===== src/rtl/fifo_sync_level.sv =====
// Single-clock FIFO with fill level, almost-full/almost-empty thresholds,
// sticky overflow/underflow flags and a synchronous flush.
// Optional build macro FIFO_FWFT_EN: rd_data shows the head word combinationally
// (first-word-fall-through); otherwise rd_data is a registered pop result.
module fifo_sync_level #(
  parameter int unsigned DATA_WIDTH    = 8,
  parameter int unsigned ADDR_SIZE     = 4,
  parameter int unsigned AFULL_THRESH  = 12,
  parameter int unsigned AEMPTY_THRESH = 2
) (
  input  logic                  clk,
  input  logic                  rst,
  input  logic                  wrt_ena,
  input  logic [DATA_WIDTH-1:0] wrt_data,
  output logic                  wrt_full,
  output logic                  wrt_almost_full,
  output logic                  wrt_overflow,
  input  logic                  rd_ena,
  output logic [DATA_WIDTH-1:0] rd_data,
  output logic                  rd_empty,
  output logic                  rd_almost_empty,
  output logic                  rd_underflow,
  input  logic                  flush,
  input  logic                  clr_err,
  output logic [ADDR_SIZE:0]    level
);

  localparam int unsigned DEPTH = 1 << ADDR_SIZE;
  localparam int unsigned PW    = ADDR_SIZE + 1;

  localparam logic [ADDR_SIZE:0] DepthLvl  = PW'(DEPTH);
  localparam logic [ADDR_SIZE:0] AfullLvl  = PW'(AFULL_THRESH);
  localparam logic [ADDR_SIZE:0] AemptyLvl = PW'(AEMPTY_THRESH);

  logic [ADDR_SIZE:0]    wptr_q, wptr_d;
  logic [ADDR_SIZE:0]    rptr_q, rptr_d;
  logic                  overflow_q, overflow_d;
  logic                  underflow_q, underflow_d;
  logic                  wr_acc, rd_acc;
  logic [DATA_WIDTH-1:0] mem_q [DEPTH];

  // Pointers carry one extra wrap bit, so the difference is the exact occupancy.
  assign level           = wptr_q - rptr_q;
  assign wrt_full        = (level == DepthLvl);
  assign rd_empty        = (level == '0);
  assign wrt_almost_full = (level >= AfullLvl);
  assign rd_almost_empty = (level <= AemptyLvl);
  assign wrt_overflow    = overflow_q;
  assign rd_underflow    = underflow_q;

  // Flush overrides any transfer in the same cycle; no bypass when full.
  assign wr_acc = wrt_ena & ~wrt_full & ~flush;
  assign rd_acc = rd_ena & ~rd_empty & ~flush;

  // Next-state for pointers and sticky error flags (set beats clear).
  always_comb begin
    wptr_d      = wptr_q;
    rptr_d      = rptr_q;
    overflow_d  = overflow_q & ~clr_err;
    underflow_d = underflow_q & ~clr_err;
    if (wrt_ena && wrt_full) overflow_d = 1'b1;
    if (rd_ena && rd_empty) underflow_d = 1'b1;
    if (flush) begin
      wptr_d = '0;
      rptr_d = '0;
    end else begin
      if (wr_acc) wptr_d = wptr_q + 1'b1;
      if (rd_acc) rptr_d = rptr_q + 1'b1;
    end
  end

  // Pointer and error-flag registers.
  always_ff @(posedge clk or negedge rst) begin
    if (!rst) begin
      wptr_q      <= '0;
      rptr_q      <= '0;
      overflow_q  <= 1'b0;
      underflow_q <= 1'b0;
    end else begin
      wptr_q      <= wptr_d;
      rptr_q      <= rptr_d;
      overflow_q  <= overflow_d;
      underflow_q <= underflow_d;
    end
  end

  // Storage array; contents are intentionally not reset.
  always_ff @(posedge clk) begin
    if (wr_acc) mem_q[wptr_q[ADDR_SIZE-1:0]] <= wrt_data;
  end

`ifdef FIFO_FWFT_EN
  // Head word is visible whenever the FIFO holds data; rd_ena only acknowledges.
  assign rd_data = mem_q[rptr_q[ADDR_SIZE-1:0]];
`else
  logic [DATA_WIDTH-1:0] rd_data_q;

  // Registered read: capture the head word on the accepting edge, else hold.
  always_ff @(posedge clk or negedge rst) begin
    if (!rst) begin
      rd_data_q <= '0;
    end else if (rd_acc) begin
      rd_data_q <= mem_q[rptr_q[ADDR_SIZE-1:0]];
    end
  end

  assign rd_data = rd_data_q;
`endif

endmodule

===== config.mk =====
export PLATFORM = sky130hd
export DESIGN_NAME = fifo_sync_level
export DESIGN_NICKNAME = d
export VERILOG_FILES = /design/src/rtl/fifo_sync_level.sv
export SDC_FILE = /design/constraint.sdc
export NUM_CORES = 1
export LEC_CHECK = 0
export CAP_MARGIN = 10
export CORE_UTILIZATION = 59
export DETAILED_ROUTE_END_ITERATION = 7
export PLACE_DENSITY = 0.78
export SLEW_MARGIN = 15
export SYNTH_ARGS = -nofsm -noshare
export SYNTH_HDL_FRONTEND = slang
export SYNTH_SLANG_ARGS = --single-unit

===== constraint.sdc =====
create_clock -name clk -period 5 [get_ports clk]
set_clock_uncertainty 0.1 [all_clocks]
set_input_delay 1 -clock clk [delete_from_list [all_inputs] [get_ports clk]]
set_output_delay 1 -clock clk [all_outputs]
set_load 0.01 [all_outputs]

# --- After elaboration in Yosys (flattened, before gate mapping) ---
# Memories as Yosys holds them, arrays and structs flattened. A register that Yosys moved wholly into a read port is not among the register bits.
# Index checks and enable logic that the tools add are counted.
word_totals:
  mem_count: 1
  inputBits: 14
  reg_bits: 12
  ram_bits: 128
op_classes:
  magnitude_cmp: 2
  add_sub_neg: 3
  mux: 8
  n_reduce_logical: 6
  n_eq_ne: 1
  n_bitwise: 10
memory_table:
  columns: ["name", "depth", "word_bits", "read_ports", "rd_clocked_by_memory_dff", "write_ports", "line", "rtl"]
  rows:
  - ["mem_q", 16, 8, 1, 1, 1, "40", "logic [DATA_WIDTH-1:0] mem_q [DEPTH];"]
op_table:
  columns: ["operator", "n"]
  rows:
  - ["$mux 5", 4]
  - ["$add 5x1->5 const B", 2]
  - ["$and 1x1->1", 6]
  - ["$eq 5x5->1 const B", 1]
  - ["$ge 5x4->1 const B", 1]
  - ["$le 5x2->1 const B", 1]
  - ["$logic_not 5->1", 1]
  - ["$sub 5x5->5", 1]
  - ["$mux 1", 4]
  - ["$not 1->1", 4]
  - ["$reduce_bool 2->1", 2]
  - ["$logic_and 1x1->1", 2]
  - ["$logic_not 1->1", 1]

# --- Logic depth before layout (Yosys ltp) ---
depth:
  ltp_word: 7
  depth_mapped: 10
  depth_no_buf: 9

# --- Least setup slack after synthesis ---
# Ideal clock, no wire load.
synth_path:
  kind: "reg-to-output"
  from: "register wptr_q[0]"
  to: "output rd_almost_empty"
  t_required_ns: 3.900
  slack_ns: 1.296
  arrival_ns: 2.604
  n_path_buf: 0
  path_stages_with_launch: 9
  cell_sequence: "dfrtp_1 > inv_1 > ha_1 > fa_1 > nand2b_1 > a21oi_2 > xor2_2 > inv_2 > a2111oi_0"
synth_via:
  elab_chain_len: 2
synth_lines:
  columns: ["item", "line", "rtl"]
  rows:
  - ["start, declared", "35", "logic [ADDR_SIZE:0] wptr_q, wptr_d;"]
  - ["start signal, assigned", "80", "wptr_q <= wptr_d;"]
  - ["$sub 5x5->5", "43", "assign level = wptr_q - rptr_q;"]
  - ["net level[4]", "25", "output logic [ADDR_SIZE:0] level"]
  - ["$le 5x2->1", "47", "assign rd_almost_empty = (level <= AemptyLvl);"]
  - ["end, declared", "21", "output logic rd_almost_empty,"]
# The timed path passes the listed nets, and every way through them passes these cells.

# --- Worst setup path after layout ---
layout_path:
  from: "register wptr_q[0]"
  to: "output rd_almost_empty"
layout_via:
  elab_chain_len: 2
layout_lines:
  columns: ["item", "line"]
  rows:
  - ["$sub 5x5->5", "43"]
  - ["$le 5x2->1", "47"]
# Every way passes these cells.

==> impl_metrics.ini <==
[job]
maxCapViolCount = 0

[die]
start_util_pct = 61.80
core_um2 = 9955
pin_count = 33
dieWidth_um = 104.1
die-area_um2 = 10840
rows = 36
die_h_um = 104.1

[yosys]
ys_top_cells_by_area = edfxtp_1 62%, mux4_2 12%, dfrtp_1 8.1%
avgSynthCellArea_um2 = 18.26
synth_top_family_by_area = multiplexers
synth_compound_area_share_pct = 4.535
synth_top_cell_by_area = edfxtp_1
synth-edff-count = 128
ys_types = 37
synthMuxAreaShare_pct = 15.48
yosys.area.top_type_share_pct = 62.48
synthSimpleGateAreaFrac_pct = 4.901
ys_seq_elements = 148
synthesis.area_um2 = 6152
synth_fa_ha_area_share_pct = 2.156
synth_nets = 361
synthMostInstantiatedCell = edfxtp_1
synthXorXnorAreaFrac_pct = 0.8135
synthFlopType = edfxtp_1
synth_commonest_cells = 128 x edfxtp_1, 32 x mux4_2, 20 x dfrtp_1, 20 x nor2_1, 18 x nand2_1
netlist_instances = 337
synth_seq_area_share_pct = 70.61
yosysWarnings = 0
async_reset_ff_share_pct = 13.51

[sta]
drv_slew = 0
fin_crit_sh_pct = 93.60
period_needed_ps = 4680
slew_headroom_pct = 36.16
fmax_mhz = 213.7
worstMarginPinSlew_ps = 954.6
grt_setup_unrepaired = no
finalHoldViolCount = 0
setup_viol = 0
fin_setup_tns_ps = 0
holdWs_ps = 408.2

[cts]
clock_path_buffers = 2
numCtsBuffers = 17
clkTransAtPathRegs_ps = 60
htreeDepth = 4
clock-sinks = 148
clkLatencyLatePin_ps = 520
cts-root-buf = clkbuf_8
tritoncts = done
postCtsHoldBufs = 0

[outcome]
status = finished, final reports clean

[route]
drt_iter0_markers = 308
dr.pass1.iters = 4
vias_per_cell = 6.301
wire_per_inst_um = 24.04
drtAntennaViolNets = 0
via_count = 3396
drt_wl_total_mm = 12.96
drc = 0

[power]
finalPower_mw = 3.985
powerDensity_nw_per_um2 = 544.0
p_leak_nw = 2.555
ir_worst_vdd_v = 0.0003138

[finish]
multi_input_area_um2 = 1727
nNetsFinal = 417
regArea_um2 = 4345
final_cells = 539
fin_area_um2 = 7325
nFillCells = 599
area_growth_pct = 19.06
antenna_cells = 0
drive_above_1_share_pct = 24.63

[global_route]
grt_max_degree = 37
first_global_vias = 3420
grt_pass1_wl_mm = 20.11
grt_use_met3_pct = 7.080
grt_util_all_layers_pct = 26.14
grt_antenna_before_repair = 0
overflow = 0
use_met2_pct = 40.76
grt_util_met1_pct = 35.92
grt_busiest_layer = met2

[setup_path]
worst-path-max-fanout = 9
cp-start-kind = flop
critPathCaptureType = output pin
worst_ep_required_time_ps = 3900
cp_data_arrival_time_ps = 3580
path_class = flop to output pin

[place]
place_area_um2 = 6720
dpl.hpwl_mm = 7.948
port_buffers = 32
routabilityCongestion = 0.8407
place_inst = 507

[worst_hold_path]
worstHoldPathType = flop to flop
-- timing repair --
action | in CTS | in global routing
endpoints found under the setup margin | 0 | 1
setup buffers | 0 | 0
resized for setup | 0 | 1
-- layout make-up --
type                            instances  area share [%]
Inverter                               10          0.5125
Tap cell                              133           2.272
Clock inverter                         14           2.392
Sequential cell                       148           59.33
Timing Repair Buffer                   50           6.218
Clock buffer                           18           5.706
Multi-Input combinational cell        166           23.57
-- per-stage QoR --
step / util, % / worst slack [ps]
3_3_place_gp: 67.51 / 941.9
5_1_grt: 73.58 / 35.18
6_report: 73.58 / 319.9
3_5_place_dp: 67.51 / 792.0
2_1_floorplan: - / 1296
4_1_cts: 73.47 / 219.3
-- worst paths after layout --
path	start	cells past startpoint	slack, ps	endpoint
min reg2reg	rd_data[1]$_DFFE_PN0P_	1	410	rd_data[1]$_DFFE_PN0P_
max reg2reg	rptr_q[1]$_DFFE_PN0P_	9	1310	mem_q[3][4]$_DFFE_PP_
max	wptr_q[0]$_DFFE_PN0P_	9	320	rd_almost_empty
min in group asynchronous	rst	1	910	rptr_q[1]$_DFFE_PN0P_
max in group asynchronous	rst	1	3250	rptr_q[0]$_DFFE_PN0P_
min	rd_data[1]$_DFFE_PN0P_	1	410	rd_data[1]$_DFFE_PN0P_
-- state kept, by name (all words and copies together) (netlist names) --
name	flops
mem_q	128
rd_data	8
rptr_q	5
wptr_q	5
rd_underflow	1
wrt_overflow	1
-- power by group --
group	internal [mW]	switching [mW]	leakage, nW	total [mW]
clock	0.767	0.510	0.283	1.28
combinational	0.615	0.634	0.862	1.25
sequential	1.42	0.0400	1.41	1.46
-- worst max-delay path: stages, from the launching register on --
cell	delay (ps)
dfrtp_1	410
inv_1	110
ha_1	240
fa_1	430
nand2b_1	190
a21oi_2	250
xor2_4	290
inv_2	160
a2111oi_0	370
clkdlybuf4s50_1	610
-- metal layers --
layer / wire length [µm] / vias up
met2: 6601 / 142
met4: 189 / 0
met1: 5317 / 1769
li1: - / 1471
met5: 0 / -
met3: 852 / 14
-- kinds of logic (layout without fill, tap and decap cells) --
logic type,after synthesis,in the layout
simple gates,66,66
fa+ha+maj,10,10
flops,148,148
compound gates,36,36
buf+inv,23,92
xor+xnor,4,4
mux,50,50
-- cell usage in the layout (no fill, tap or decap), types with 9 or more instances in the layout --
master / instances
a22oi_1: 16
buf_4: 18
clkbuf_16: 16
clkdlybuf4s50_1: 32
dfrtp_1: 19
edfxtp_1: 128
ha_1: 9
inv_1: 9
mux4_2: 32
nand2_1: 18
nor2_1: 20
nor3_1: 12
No activity file was read; power rests on OpenSTA's default activity.
